$ cat config.mk
export PLATFORM = sky130hd
export DESIGN_NAME = gmii_tx_arbiter
export DESIGN_NICKNAME = d
export VERILOG_FILES = /design/src/rtl/gmii_tx_arbiter.sv
export SDC_FILE = /design/constraint.sdc
export NUM_CORES = 1
export LEC_CHECK = 0
export CORE_MARGIN = 3
export CORE_UTILIZATION = 55
export DETAILED_ROUTE_END_ITERATION = 8
export PLACE_DENSITY = 0.89
export RECOVER_POWER = 100
export SLEW_MARGIN = 10
export SYNTH_ARGS = -nofsm -noshare
export SYNTH_HDL_FRONTEND = slang
export SYNTH_SLANG_ARGS = --single-unit
$ cat constraint.sdc
create_clock -name gmii_tx_clk -period 3.8 [get_ports gmii_tx_clk]
set_clock_uncertainty 0.05 [all_clocks]
set_input_delay 0.57 -clock gmii_tx_clk [delete_from_list [all_inputs] [get_ports gmii_tx_clk]]
set_output_delay 0.57 -clock gmii_tx_clk [all_outputs]
set_load 0.01 [all_outputs]
$ cat src/rtl/gmii_tx_arbiter.sv
// Two-requester round-robin arbiter for one GMII TX port: grants whole frames,
// enforces the inter-frame gap, truncates over-long frames and times out idle grants.
module gmii_tx_arbiter #(
  parameter int unsigned IFG_LEN  = 12,
  parameter int unsigned MAX_LEN  = 1526,
  parameter int unsigned START_TO = 64
) (
  input  logic       gmii_tx_clk,
  input  logic       rst_n,
  input  logic       req0,
  input  logic       req0_tx_en,
  input  logic [7:0] req0_txd,
  output logic       grant0,
  input  logic       req1,
  input  logic       req1_tx_en,
  input  logic [7:0] req1_txd,
  output logic       grant1,
  output logic       gmii_tx_en,
  output logic [7:0] gmii_txd,
  output logic       busy,
  output logic       err_len,
  output logic       err_to
);

  localparam int unsigned DATA_W  = 8;
  localparam int unsigned BCNT_W  = 11;
  localparam int unsigned CNT_MAX = (START_TO > IFG_LEN) ? START_TO : IFG_LEN;
  localparam int unsigned CNT_W   = $clog2(CNT_MAX + 1);

  typedef enum logic [1:0] {
    S_IDLE,
    S_GRANT,
    S_XMIT,
    S_IFG
  } state_t;

  state_t              state, state_n;
  logic                sel, sel_n;
  logic                last_served, last_n;
  logic [CNT_W-1:0]    cnt, cnt_n;
  logic [BCNT_W-1:0]   byte_cnt, byte_cnt_n;
  logic                grant0_n, grant1_n;
  logic                tx_en_n;
  logic [DATA_W-1:0]   txd_n;
  logic                busy_n, err_len_n, err_to_n;

  logic                sel_tx_en;
  logic [DATA_W-1:0]   sel_txd;
  logic                pick;

  // Only the granted requester's byte stream is ever looked at.
  assign sel_tx_en = sel ? req1_tx_en : req0_tx_en;
  assign sel_txd   = sel ? req1_txd   : req0_txd;

  // On a tie the requester that was not served last wins.
  assign pick = (req0 && req1) ? ~last_served : req1;

  // State register and registered outputs.
  always_ff @(posedge gmii_tx_clk) begin
    if (!rst_n) begin
      state       <= S_IDLE;
      sel         <= 1'b0;
      last_served <= 1'b1;
      cnt         <= '0;
      byte_cnt    <= '0;
      grant0      <= 1'b0;
      grant1      <= 1'b0;
      gmii_tx_en  <= 1'b0;
      gmii_txd    <= '0;
      busy        <= 1'b0;
      err_len     <= 1'b0;
      err_to      <= 1'b0;
    end else begin
      state       <= state_n;
      sel         <= sel_n;
      last_served <= last_n;
      cnt         <= cnt_n;
      byte_cnt    <= byte_cnt_n;
      grant0      <= grant0_n;
      grant1      <= grant1_n;
      gmii_tx_en  <= tx_en_n;
      gmii_txd    <= txd_n;
      busy        <= busy_n;
      err_len     <= err_len_n;
      err_to      <= err_to_n;
    end
  end

  // Next-state and next-output logic.
  always_comb begin
    state_n    = state;
    sel_n      = sel;
    last_n     = last_served;
    cnt_n      = cnt;
    byte_cnt_n = byte_cnt;
    grant0_n   = grant0;
    grant1_n   = grant1;
    tx_en_n    = 1'b0;
    txd_n      = '0;
    err_len_n  = 1'b0;
    err_to_n   = 1'b0;

    unique case (state)
      S_IDLE: begin
        grant0_n = 1'b0;
        grant1_n = 1'b0;
        if (req0 || req1) begin
          state_n    = S_GRANT;
          sel_n      = pick;
          cnt_n      = '0;
          byte_cnt_n = '0;
          grant0_n   = ~pick;
          grant1_n   = pick;
        end
      end

      S_GRANT: begin
        if (sel_tx_en) begin
          state_n    = S_XMIT;
          tx_en_n    = 1'b1;
          txd_n      = sel_txd;
          byte_cnt_n = BCNT_W'(1);
        end else if (cnt == CNT_W'(START_TO - 1)) begin
          state_n  = S_IDLE;
          grant0_n = 1'b0;
          grant1_n = 1'b0;
          err_to_n = 1'b1;
          last_n   = sel;
          cnt_n    = '0;
        end else begin
          cnt_n = cnt + CNT_W'(1);
        end
      end

      S_XMIT: begin
        if (!sel_tx_en) begin
          state_n  = S_IFG;
          grant0_n = 1'b0;
          grant1_n = 1'b0;
          last_n   = sel;
          cnt_n    = '0;
        end else if (byte_cnt == BCNT_W'(MAX_LEN)) begin
          // Frame hit the length limit: cut it here, the rest is dropped.
          state_n   = S_IFG;
          grant0_n  = 1'b0;
          grant1_n  = 1'b0;
          err_len_n = 1'b1;
          last_n    = sel;
          cnt_n     = '0;
        end else begin
          tx_en_n    = 1'b1;
          txd_n      = sel_txd;
          byte_cnt_n = byte_cnt + BCNT_W'(1);
        end
      end

      S_IFG: begin
        // Gap is counted from the first cycle gmii_tx_en is low.
        if (cnt == CNT_W'(IFG_LEN - 1)) begin
          state_n = S_IDLE;
          cnt_n   = '0;
        end else begin
          cnt_n = cnt + CNT_W'(1);
        end
      end

      default: state_n = S_IDLE;
    endcase

    busy_n = (state_n != S_IDLE);
  end

endmodule

# Word level (Yosys, flattened, before mapping)
# Index checks and enable logic that the tools add are counted.
dict set report word_totals {
  input_bits 22
  ff_bits 36
  word_cells 89
  output_inout_bits 14
}
dict set report classes {
  bitwise_logic 4
  mux 45
  n_eq_ne 13
  addsub 2
  n_reduce_logical 13
}
# op count
set op_table {}
lappend op_table {{$mux 11} 4}
lappend op_table {{$mux 7} 6}
lappend op_table {{$pmux 11 s3} 1}
lappend op_table {{$mux 8} 4}
lappend op_table {{$pmux 7 s4} 1}
lappend op_table {{$mux 1} 17}
lappend op_table {{$pmux 8 s2} 1}
lappend op_table {{$mux 2} 6}
lappend op_table {{$ne 2x2->1 const B} 6}
lappend op_table {{$add 11x1->11 const B} 1}
lappend op_table {{$eq 11x11->1 const B} 1}
lappend op_table {{$pmux 2 s4} 1}
lappend op_table {{$reduce_and 4->1} 2}
lappend op_table {{$add 7x1->7 const B} 1}
lappend op_table {{$eq 7x4->1 const B} 1}
lappend op_table {{$eq 7x6->1 const B} 1}
lappend op_table {{$pmux 1 s3} 2}
lappend op_table {{$reduce_and 3->1} 2}
lappend op_table {{$reduce_and 5->1} 1}
lappend op_table {{$eq 2x2->1 const B} 2}
lappend op_table {{$not 1->1} 4}
lappend op_table {{$pmux 1 s2} 2}
lappend op_table {{$reduce_bool 2->1} 2}
lappend op_table {{$ne 3x3->1 const B} 1}
lappend op_table {{7 further kinds} 7}

# Depth between registers and ports, before layout
# Gate-level depths: netlist of the first run.
dict set report logic_depth {
  word_depth 5
  ltp_mapped 7
  depth_no_buf 7
}

# Worst setup path after synthesis of the first run
# Ideal clock, no wire load.
dict set report synth_path {
  kind {input -> register}
  from {in req0_tx_en}
  to {reg grant0}
  arrival_ps 1907
  slack_ps 1771
  path_buffers 0
  stages 5
  setup_ps 72
  t_required_ps 3678
  cell_sequence {mux2_4 > o31ai_4 > o211ai_1 > or4b_1 > a21oi_1}
}
dict set report synth_via {
  elab_chain_cells 3
  word_cells_on_any_way 6
  classes_between {eq/ne (2); mux (3); reduce/logical (1)}
}
# element line_no
set synth_rtl {}
lappend synth_rtl {{from (decl)} 11} ;# input logic req0_tx_en,
lappend synth_rtl {{$mux 1 *} 52} ;# assign sel_tx_en = sel ? req1_tx_en : req0_tx_en;
lappend synth_rtl {{$ne 3x3->1 (no source line) (tied with other cells)} -}
lappend synth_rtl {{$reduce_and 4->1 (no source line) / $pmux 1 s3 (equally long branches)} -}
lappend synth_rtl {{to (signal assigned)} 79} ;# grant0 <= grant0_n;
lappend synth_rtl {{to (decl)} 13} ;# output logic grant0,
# Every way passes the cells marked *; elsewhere a longest branch is shown, timed or not.
# A chain may end at the register's enable or synchronous reset.

==> results summary, run 1 <==
The required time of the critical path is 4.02 ns. Counting instances in the post-synthesis netlist gives the leading cell types as dfxtp_1, nand2_1, nor2_1. Entering global routing, the biggest net connects 27 pins. The aggregate global-route resource usage came out at 0.2249.

Data on the critical path arrives at its endpoint at around 3.1 ns. The number of top-level design ports came out at 36. Setup repair after global routing left no endpoint under its margin. The overall power after layout is 0.001082 W.

The finished cells cover 0.002272 sq mm. The count of flip-flops with a built-in enable after synthesis came out at 0. During synthesis, Yosys emitted a total of 0 warnings. The post-detailed-routing wire length came out at 4306 um. The die footprint is 0.004099 sq mm.

The count of hold-fix buffers inserted at cts came out at 0. Setup violations remaining at the end of the flow were counted as 0. The number of non-filler instances in the completed layout is 294. The fill cell total of the finished layout came out at 240. The standard-cell row count is 20. The relative slew slack came out at 0.3284. The synthesized net count came out at ~240. The placed instances occupy a cell area of 0.002241 sq mm. Counting the buffers created by CTS gives 5. Clock latency on the worst-skew pair, taken at its later pin, is about 0.36 ns. The number of pins exceeding their max-slew limit in the final report came out at 0. CTS placed an instance of clkbuf_4 at the clock tree root. The highest ir drop seen on vdd came out at 0.4390 mV.

The number of sinks handled by clock tree synthesis came out at 36. The post-cts resize count came out at 0. The area inside the core boundary is around 0.0031 sq mm.

For this configuration, the core starts out at a cell density of 0.5920. The highest fanout seen on the critical path is 26. Of the cells placed in the final design, the portion with a size suffix greater than 1 is 0.03200.

The detailed-route vias per instance came out at 6.143. The run finished with clean final reports. In this run, placement finished with an instance count of 286. The number of diodes came out at 0. The clock input transition at the sequential cells of the worst setup and hold paths is roughly 0.12 ns. The cell area that synthesis handed to floorplanning was ~0.0019 sq mm.

For this run, the register share of the synthesized area comes to 0.3892. The transition time at the pin with the least slew margin came out at 1.007 ns. The launch point of the critical path is rst_n.

The most used flip-flop cell after synthesis is dfxtp_1. The number of global-route vias before repair came out at 1,619. At the end of routability-driven placement, the weighted congestion stood at 0.8573.

In this run the most critical hold path is launched from grant0$_SDFFE_PN0P_. The area share of the largest cell type after synthesis is 0.3892. The worst setup path is launched from an input pin. Counting flops and latches in the post-synthesis netlist gives 36. The total via count in the routed design came out at 1,806.

The gate count of the mapped netlist came out at 212. The die outline height came out at 64.03 um. The share of the clock period used by the worst path came out at 0.7652.

The floorplan step set the die width to 64.03 um. The wire length of the first global-routing pass is 7334 um. Derived from the worst setup path, the maximum achievable clock frequency is 343.9 MHz. In the final timing run, aggregate negative setup slack is 0 ns. The CTS H-tree depth came out at 2. The post-detailed-placement half-perimeter wirelength is slightly above 3000 um.

Hold is met by 0.4114 ns. The minimum clock period after layout came out at 2.908 ns. The signed area change from the synthesized netlist to the final layout is 22.70%. Yosys mapped the design onto 44 distinct sky130hd cell types. The most common cell in the synthesized netlist is dfxtp_1. The share of async-settable or async-resettable flops after synthesis is 0. During placement, the flow inserted port buffers numbering 35. Before antenna repair, the detailed router went through 4 iterations.

For this run the aggregate overflow at the end of global routing stands at 0. The worst hold path belongs to the class reg2reg. Across the run, the number of max-cap violations was 0. The worst setup path is captured at a flop.

The number of DRC violations after detailed routing came out at 0. The count of endpoints failing hold in the final timing report was 0. The final net count came out at 279. The category of the most critical setup path is in2reg. The mean post-synth cell area came out at about 8.7 sq um. The violation count after the first detailed-routing iteration is 138.

The number of nets with antenna violations after routing came out at 0. The setup fix buffers added after clock tree synthesis is 0. The initial antenna violation count is 0.

The startpoint of the lowest-slack register-to-register path is sel$_SDFFE_PN0P_. The mean routed wirelength per cell is 14.65 um. The power density over the cells came out at 476.1 mW/mm^2. The largest total area in the synthesized netlist belongs to dfxtp_1. After synthesis, the cell types taking the most area are dfxtp_1, ha_1, mux2i_1. The TritonCTS clock tree is done. The maximum count of clock buffers along a single path came out at 2. The reported leakage power came out at 0.8293 nW.
## area by class of cell
cell class	instances	area, sq um	share of cell area
well taps	44	55.05	0.02423
multi-input cells	161	1050	0.4620
flip-flops and latches	36	720.7	0.3172
inverters	9	33.78	0.01487
repair buffers	36	354.1	0.1558
clock buffers	8	58.81	0.02588
## power breakdown
| group | leakage [nW] | switching, W | internal (W) |
|---|---|---|---|
| clock | 0.0326 | 0.000128 | 0.0000913 |
| combinational | 0.505 | 0.000237 | 0.000168 |
| sequential | 0.292 | 0.0000380 | 0.000419 |
| total | 0.829 | 0.000403 | 0.000679 |
## per-stage QoR
| stage | utilization | setup slack, ns |
|---|---|---|
| after floorplan | - | 1.771 |
| after global routing | 0.7264 | 0.6506 |
| after CTS | 0.7352 | 1.386 |
| after global placement | 0.7164 | 1.280 |
| final | 0.7264 | 0.8923 |
| after detailed placement | 0.7164 | 1.258 |
## kinds of logic (layout without fill, tap and decap cells)
group,Yosys count,after routing,synth area share
AO/OA/AOI/OAI,53,53,0.2074
adder cells (fa/ha/maj),8,8,0.05406
buffers and inverters,15,53,0.03107
flip-flops,36,36,0.3892
multiplexers,11,11,0.06216
AND/OR/NAND/NOR,89,89,0.2561
## critical path, cell delays in order
cell	delay (ns)
dlygate4sd3_1	0.52
clkbuf_1	0.75
clkinv_1	0.53
a31oi_2	0.48
o21ai_0	0.18
o31ai_1	0.10
## registers in the layout, summed over array words and instances, names as in the netlist
register / cells
byte_cnt: 11
gmii_txd: 8
cnt: 7
state: 2
busy: 1
err_len: 1
err_to: 1
gmii_tx_en: 1
grant0: 1
grant1: 1
last_served: 1
sel: 1
## path summary, 6_finish.rpt
path | endpoint | slack (ns) | depth (start not counted)
hold reg to reg | grant0$_SDFFE_PN0P_ | 0.41 | 2
setup / recovery | byte_cnt[5]$_SDFFE_PN0P_ | 0.89 | 6
setup reg to reg | cnt[5]$_SDFFE_PN0P_ | 1.18 | 5
hold / removal | grant0$_SDFFE_PN0P_ | 0.41 | 2
## per-layer routing
| layer | GRT usage | part of all wire | vias up |
|---|---|---|---|
| li1 | - | - | 878 |
| met1 | 0.2752 | 0.43 | 838 |
| met2 | 0.3716 | 0.48 | 78 |
| met3 | 0.07030 | 0.075 | 12 |
| met4 | 0.07547 | 0.019 | 0 |
| met5 | 0 | 0 | - |
## layout by cell type (no fill, tap or decap), types with 2 or more instances in the layout
cell,n
nand3b_1,8
o221ai_1,3
a31oi_1,3
nor4_1,3
and3_1,3
o211ai_1,5
clkbuf_1,3
nand3_1,12
o41ai_1,5
clkbuf_4,5
o22ai_1,2
clkdlybuf4s50_1,20
nand2_1,21
dlygate4sd3_1,15
o21ai_0,13
dfxtp_1,36
ha_1,8
nand4b_1,5
inv_1,8
nand4_1,6
o31ai_1,7
or3_1,4
mux2i_1,10
nor2_1,19
a21oi_1,7
Note: power is estimated with default switching activity, not from simulation.
==> run 2: changes to the inputs <==
- CORE_UTILIZATION: 55 -> 46
- PLACE_DENSITY: 0.89 -> 0.8
- clock period: 3.8 -> 2.6 ns (I/O delays scaled with it)
==> results summary, run 2 (same netlist as run 1, synthesis figures left out) <==
Status: finished, final reports clean (unchanged). The number of nets with antenna violations after routing came out at 0 (unchanged). Biggest regs: byte_cnt: 11 flops, gmii_txd: 8 flops, cnt: 7 flops (unchanged). The area inside the core boundary came out at 0.003771 sq mm (was 0.003128 sq mm).

The total via count in the routed design came out at 1,750 (was 1,806). The count of max-cap constraint violations was 0 (unchanged). The fraction of final layout cells sized beyond drive strength 1 is 0.06275 (was 0.03200).

The kind of end point of the critical path was a flop (unchanged). The worst hold path startpoint is grant0$_SDFFE_PN0P_ (unchanged). The setup violation total in the final timing report came out at 0 (unchanged). The largest register by flop count is byte_cnt (unchanged). Unrepaired setup endpoints after global routing: false (unchanged).

The total clock buffers created by CTS is 5 (unchanged). The highest clock frequency the design can meet came out at ~460 MHz. The maximum count of clock buffers along a single path is 2 (unchanged).

The kind of start point of the critical path is a flop (was input pin). The final net count came out at 284 (was 279). The clock root buffer is clkbuf_8 (was clkbuf_4). The largest net degree at the start of global routing is 25 (was 27). The total overflow reported by the global router is 0 (unchanged). The aggregate global-route resource usage was 0.1764 (was 0.2249). The initial standard-cell utilization of the core is 0.4910 (was 0.5920). The fill cell total of the finished layout came out at 303 (was 240). The reported leakage power is 0.8864 nW (was 0.8293 nW). The count of hold-fix buffers inserted at cts came out at 0 (unchanged).

The placement-stage cell area is 0.002283 sq mm (was 0.002241 sq mm). The insertion delay of the later-clocked pin in the worst-skew pair was 0.29 ns (was 0.36 ns). The path depth of the worst reg2reg path came out at 6 (was 5). The count of endpoints failing hold in the final timing report is 0 (unchanged). The number of DRC violations after detailed routing came to 0 (unchanged).

The final core utilization is 0.6334 (was 0.7264). The clock input transition at the sequential cells of the worst setup and hold paths is 0.07 ns (was 0.12 ns). The wire length of the first global-routing pass came out at 7065 um (was 7334 um).

The signed area change from the synthesized netlist to the final layout came to 28.99% (was 22.70%). The number of sinks handled by clock tree synthesis was 36 (unchanged). The TritonCTS clock tree is done (unchanged).

The post-detailed-routing wire length is 4164 um (was 4306 um). The endpoint of the worst hold path is grant0$_SDFFE_PN0P_ (unchanged). The number of instances on the worst hold path is 2 (unchanged).

The horizontal extent of the die was 69.45 um (was 64.03 um). The slack of the worst reg-to-reg path came out at 0.41 ns (was 1.18 ns). The minimum clock period after layout came out at 2.192 ns. The type of the tightest min-delay check is reg2reg (unchanged). The standard-cell row count is 22 (was 20).

The die outline height came out at 69.45 um (was 64.03 um). The transition time at the pin with the least slew margin is 0.5929 ns (was 1.007 ns). The count of buffers from port buffering is 35 (unchanged).

The share of the clock period used by the worst path is 0.8430. The critical path data arrival time came out at 2.30 ns (was 3.13 ns). The relative slew slack is 0.5995 (was 0.3284).

The post-route worst hold slack is 0.4133 ns (was 0.4114 ns). The flip-flop count of the largest register, all copies and words added is 11 (unchanged). The number of global-route vias before repair came out at 1,540 (was 1,619). The CTS H-tree depth is 2 (unchanged). The area of all placed cells without fillers came out at 0.002389 sq mm (was 0.002272 sq mm).

The number of pins exceeding their max-slew limit in the final report was 0 (unchanged). The most common library cell in the layout ignoring fill and taps is dfxtp_1 (unchanged). The post-detailed-placement half-perimeter wirelength came out at 3061 um (was 3078 um). Top library cells by usage in the layout, fill and taps aside: dfxtp_1, nand2_1, clkdlybuf4s50_1 (unchanged).

The routability congestion estimate is 0.8777 (was 0.8573). The number of top-level design ports is 36 (unchanged). The first-pass iteration count of the detailed router is 4 (unchanged). The power density over the cells is 763.6 mW/mm^2 (was 476.1 mW/mm^2). The destination of the worst register-to-register timing path is cnt[6]$_SDFFE_PN0P_ (was cnt[5]$_SDFFE_PN0P_).

The category of the most critical setup path is reg2reg (was in2reg). The number of diodes is 0 (unchanged). The startpoint of the lowest-slack register-to-register path is cnt[0]$_SDFFE_PN0P_ (was sel$_SDFFE_PN0P_).

The post-cts resize count is 0 (unchanged). The aggregate negative setup slack is 0 ns (unchanged). The highest ir drop seen on vdd was 0.6414 mV (was 0.4390 mV). The required time of the critical path is 2.71 ns (was 4.02 ns). The highest fanout seen on the critical path is 7 (was 26).

The die footprint came out at 0.004823 sq mm (was 0.004099 sq mm). The detailed-route vias per instance was 5.776 (was 6.143). The initial antenna violation count came out at 0 (unchanged). The setup fix buffers added after clock tree synthesis came to 0 (unchanged). The violation count after the first detailed-routing iteration came to 94 (was 138). The overall power after layout is 0.001824 W (was 0.001082 W). The mean routed wirelength per cell was 13.74 um (was 14.65 um).
==> run 2: layout make-up <==
cell class / count / area [sq um] / share of cell area
clock buffers: 7 / 96.34 / 0.04034
multi-input cells: 161 / 1060 / 0.4437
repair buffers: 41 / 387.9 / 0.1624
flip-flops and latches: 36 / 720.7 / 0.3017
well taps: 48 / 60.06 / 0.02514
clock inverters: 1 / 30.03 / 0.01257
inverters: 9 / 33.78 / 0.01414
==> run 2: worst max-delay path by stage <==
stage | start | endpoint
after global placement | req0_tx_en | grant0$_SDFFE_PN0P_
after floorplan | state[0]$_SDFF_PN0_ | byte_cnt[7]$_SDFFE_PN0P_
after CTS | cnt[0]$_SDFFE_PN0P_ | cnt[6]$_SDFFE_PN0P_
final | cnt[0]$_SDFFE_PN0P_ | cnt[6]$_SDFFE_PN0P_
after global routing | byte_cnt[0]$_SDFFE_PN0P_ | grant0$_SDFFE_PN0P_
after detailed placement | req0_tx_en | grant0$_SDFFE_PN0P_
==> run 2: critical path, stage by stage, from the launching register on <==
cell and delay, ns:
dfxtp_1 0.37, ha_1 0.22, nand3b_1 0.17, o41ai_1 0.53, nand2_1 0.32, nand2_1 0.25, o221ai_1 0.15
==> run 2: metrics by stage <==
| stage | worst slack, ns | std cells |
|---|---|---|
| finish | 0.4083 | 303 |
| global route | 0.2708 | 303 |
| CTS | 0.4005 | 303 |
| detailed placement | 0.2386 | 295 |
| global placement | 0.2856 | 295 |
| floorplan | 0.6580 | 212 |
==> run 2: metal layers <==
metal	share of wire	vias up	wire, um	track usage
met3	0.082	6	342	0.06377
met5	0	-	0	0
met4	0.011	0	44	0.04555
met1	0.46	798	1897	0.2330
li1	-	879	-	-
met2	0.45	67	1879	0.2722
==> run 2: report_power, final <==
part	internal, W	switching, W	total, W	leakage [nW]
Sequential	0.000613	0.0000456	0.000659	0.292
Clock	0.000338	0.000199	0.000537	0.0645
Combinational	0.000268	0.000360	0.000628	0.530
Total	0.00122	0.000604	0.00182	0.886
==> run 3: changes to the inputs <==
- CORE_UTILIZATION: 46 -> 51
- PLACE_DENSITY: 0.8 -> 0.84
- clock period: 2.6 -> 2.2 ns (I/O delays scaled with it)
==> results summary, run 3 (same netlist as run 1, synthesis figures left out) <==
The standard-cell row count came out at 21 (was 22). The cell with the largest stage delay on the worst path is or4b_1 (was o41ai_1). The number of buffers and inverters on the critical path came to 0 (unchanged). The highest fanout seen on the critical path is 4 (was 7).

The kind of start point of the critical path is a flop (unchanged). Top library cells by usage in the layout, fill and taps aside: dfxtp_1, nand2_1, clkdlybuf4s50_1 (unchanged). The delay of the slowest critical-path stage was 0.52 ns (was 0.53 ns). The initial standard-cell utilization of the core came to 0.5421 (was 0.4910). The total via count in the routed design is 1,832 (was 1,750). The number of cells after detailed placement came out at 304 (was 295).

The count of buffers from port buffering came to 35 (unchanged). The slack of the worst reg-to-reg path came out at 0.18 ns (was 0.41 ns). The wire length of the first global-routing pass came out at 7458 um (was 7065 um). The maximum count of clock buffers along a single path is 2 (unchanged).

The required time of the critical path is 2.43 ns (was 2.71 ns). The number of instances on the worst hold path came to 2 (unchanged). The kind of end point of the critical path is a flop (unchanged). The mean routed wirelength per cell is 13.84 um (was 13.74 um). The number of top-level design ports is 36 (unchanged). The setup violation total in the final timing report came out at 0 (unchanged). The horizontal extent of the die came out at 66.26 um (was 69.45 um). Sequence of cells on the critical path: ha_1, nand3b_1, o31ai_4, o211ai_1, or4b_1, a21oi_1 (was ha_1, nand3b_1, o41ai_1, nand2_1, nand2_1, o221ai_1).

The most common library cell in the layout ignoring fill and taps is dfxtp_1 (unchanged). The flip-flop count of the largest register, all copies and words added is 11 (unchanged). The worst hold path startpoint is grant0$_SDFFE_PN0P_ (unchanged).

The die outline height came out at 66.26 um (was 69.45 um). The signed area change from the synthesized netlist to the final layout is 31.08% (was 28.99%). The number of nets with antenna violations after routing is 0 (unchanged).

The detailed-route vias per instance came out at 5.872 (was 5.776). The violation count after the first detailed-routing iteration came out at 82 (was 94). The total clock buffers created by CTS is 5 (unchanged).

The startpoint of the lowest-slack register-to-register path was cnt[0]$_SDFFE_PN0P_ (unchanged). The minimum clock period after layout is 2.023 ns (was 2.192 ns). The clock root buffer is clkbuf_4 (was clkbuf_8). The type of the tightest min-delay check is reg2reg (unchanged). The TritonCTS clock tree is done (unchanged). The initial antenna violation count was 0 (unchanged). The relative slew slack came out at 0.7207 (was 0.5995).

The number of pins exceeding their max-slew limit in the final report was 0 (unchanged). The transition time at the pin with the least slew margin came to 0.4178 ns (was 0.5929 ns). The number of non-filler instances in the completed layout is 312 (was 303). The fraction of final layout cells sized beyond drive strength 1 was 0.09774 (was 0.06275). The routability congestion estimate is 0.8395 (was 0.8777).

The largest register by flop count is byte_cnt (unchanged). The final core utilization came out at 0.7106 (was 0.6334). The final net count was 295 (was 284). The first-pass iteration count of the detailed router is 5 (was 4).

The endpoint of the worst hold path is grant0$_SDFFE_PN0P_ (unchanged). The count of hold-fix buffers inserted at cts was 0 (unchanged). The category of the most critical setup path is reg2reg (unchanged).

Biggest regs: byte_cnt: 11 flops, gmii_txd: 8 flops, cnt: 7 flops (unchanged). The post-detailed-routing wire length is 4319 um (was 4164 um). The highest clock frequency the design can meet is 494.3 MHz (was 456.3 MHz). The CTS H-tree depth is 2 (unchanged). The count of max-cap constraint violations is 0 (unchanged).

The number of sinks handled by clock tree synthesis is 36 (unchanged). The number of DRC violations after detailed routing is 0 (unchanged). The number of diodes is 0 (unchanged). The die footprint came out at 0.004390 sq mm (was 0.004823 sq mm). The insertion delay of the later-clocked pin in the worst-skew pair came to 0.35 ns (was 0.29 ns). Status: finished, final reports clean (unchanged). The kind of cell with the highest combined delay on the critical path is simple AND/OR/NAND/NOR gates (unchanged).

The clock input transition at the sequential cells of the worst setup and hold paths is 0.11 ns (was 0.07 ns). Unrepaired setup endpoints after global routing: false (unchanged). The total overflow reported by the global router was 0 (unchanged). The launch point of the critical path is cnt[0]$_SDFFE_PN0P_ (unchanged). The critical path data arrival time is 2.26 ns (was 2.30 ns).

The number of global-route vias before repair was 1,744 (was 1,540). The aggregate global-route resource usage came out at 0.2169 (was 0.1764). The destination of the worst register-to-register timing path is grant0$_SDFFE_PN0P_ (was cnt[6]$_SDFFE_PN0P_). The highest ir drop seen on vdd was 0.6274 mV (was 0.6414 mV). The post-detailed-placement half-perimeter wirelength came out at 3206 um (was 3061 um). The path depth of the worst reg2reg path was 6 (unchanged). The largest net degree at the start of global routing came out at 21 (was 25). The power density over the cells is 854.2 mW/mm^2 (was 763.6 mW/mm^2). The share of the clock period used by the worst path is 0.9195 (was 0.8430). The fill cell total of the finished layout is 264 (was 303).

The area inside the core boundary came to 0.003416 sq mm (was 0.003771 sq mm). The count of endpoints failing hold in the final timing report came out at 0 (unchanged). The reported leakage power is 0.9126 nW (was 0.8864 nW).
-- run 3: cell count changes in the layout (fill, tap and decap cells not counted), sizes merged --
| cell | previous run | this run |
|---|---|---|
| clkbuf | 9 | 11 |
| dlygate4sd3 | 14 | 15 |
| buf | 4 | 12 |
| clkdlybuf4s50 | 21 | 20 |
| clkinv | 1 | 2 |
-- run 3: metal layers --
layer  vias up  routed length [um]  global-route usage
met4         0                  82             0.08376
met1       847                1849              0.2570
met3        10                 338             0.08163
li1        904                   -                   -
met2        71                2049              0.3519
met5         -                   0                   0
-- run 3: how the worst max path moves through the flow --
stage	cells after the start	endpoint	slack (ns)
global route	7	byte_cnt[8]$_SDFFE_PN0P_	0.02
CTS	6	grant0$_SDFFE_PN0P_	0.12
floorplan	7	byte_cnt[7]$_SDFFE_PN0P_	0.26
detailed placement	6	grant0$_SDFFE_PN0P_	-0.03
global placement	6	grant0$_SDFFE_PN0P_	0.02
finish	6	grant0$_SDFFE_PN0P_	0.18
-- run 3: repair_timing --
item	in CTS	in global routing
gates resized for setup	0	1
endpoints found under the setup margin	0	1
setup buffers	0	0
-- run 3: final cells by class --
type | instances | area [sq um] | share of cell area
multi-input cells | 161 | 1079 | 0.4443
clock buffers | 6 | 41.29 | 0.01701
clock inverters | 2 | 35.03 | 0.01443
inverters | 9 | 33.78 | 0.01392
repair buffers | 52 | 460.4 | 0.1897
flip-flops and latches | 36 | 720.7 | 0.2969
well taps | 46 | 57.56 | 0.02371
-- run 3: tightest hold or removal path: stages, from the launching register on --
cell and delay [ns]:
dfxtp_1 0.33, nand2_1 0.05, a21oi_1 0.05
-- run 3: metrics by stage --
| step | setup slack (ns) | total power [W] | hold slack, ns | cell area [sq um] | setup TNS [ns] |
|---|---|---|---|---|---|
| CTS | 0.1197 | 0.002093 | 0.4243 | 2440 | 0 |
| floorplan | 0.2580 | 0.001298 | 0.3992 | 1852 | 0 |
| global placement | 0.02453 | 0.001617 | 0.3982 | 2364 | 0 |
| global route | 0.02405 | 0.002211 | 0.4345 | 2427 | 0 |
| finish | 0.1770 | 0.002073 | 0.4210 | 2427 | 0 |
| detailed placement | -0.02821 | 0.001635 | 0.4085 | 2364 | -0.02821 |
-- run 3: power by group --
group	switching, W	total, W	internal [W]
clock network	0.000220	0.000458	0.000238
logic	0.000463	0.000847	0.000384
registers	0.0000439	0.000768	0.000724
total	0.000727	0.00207	0.00135
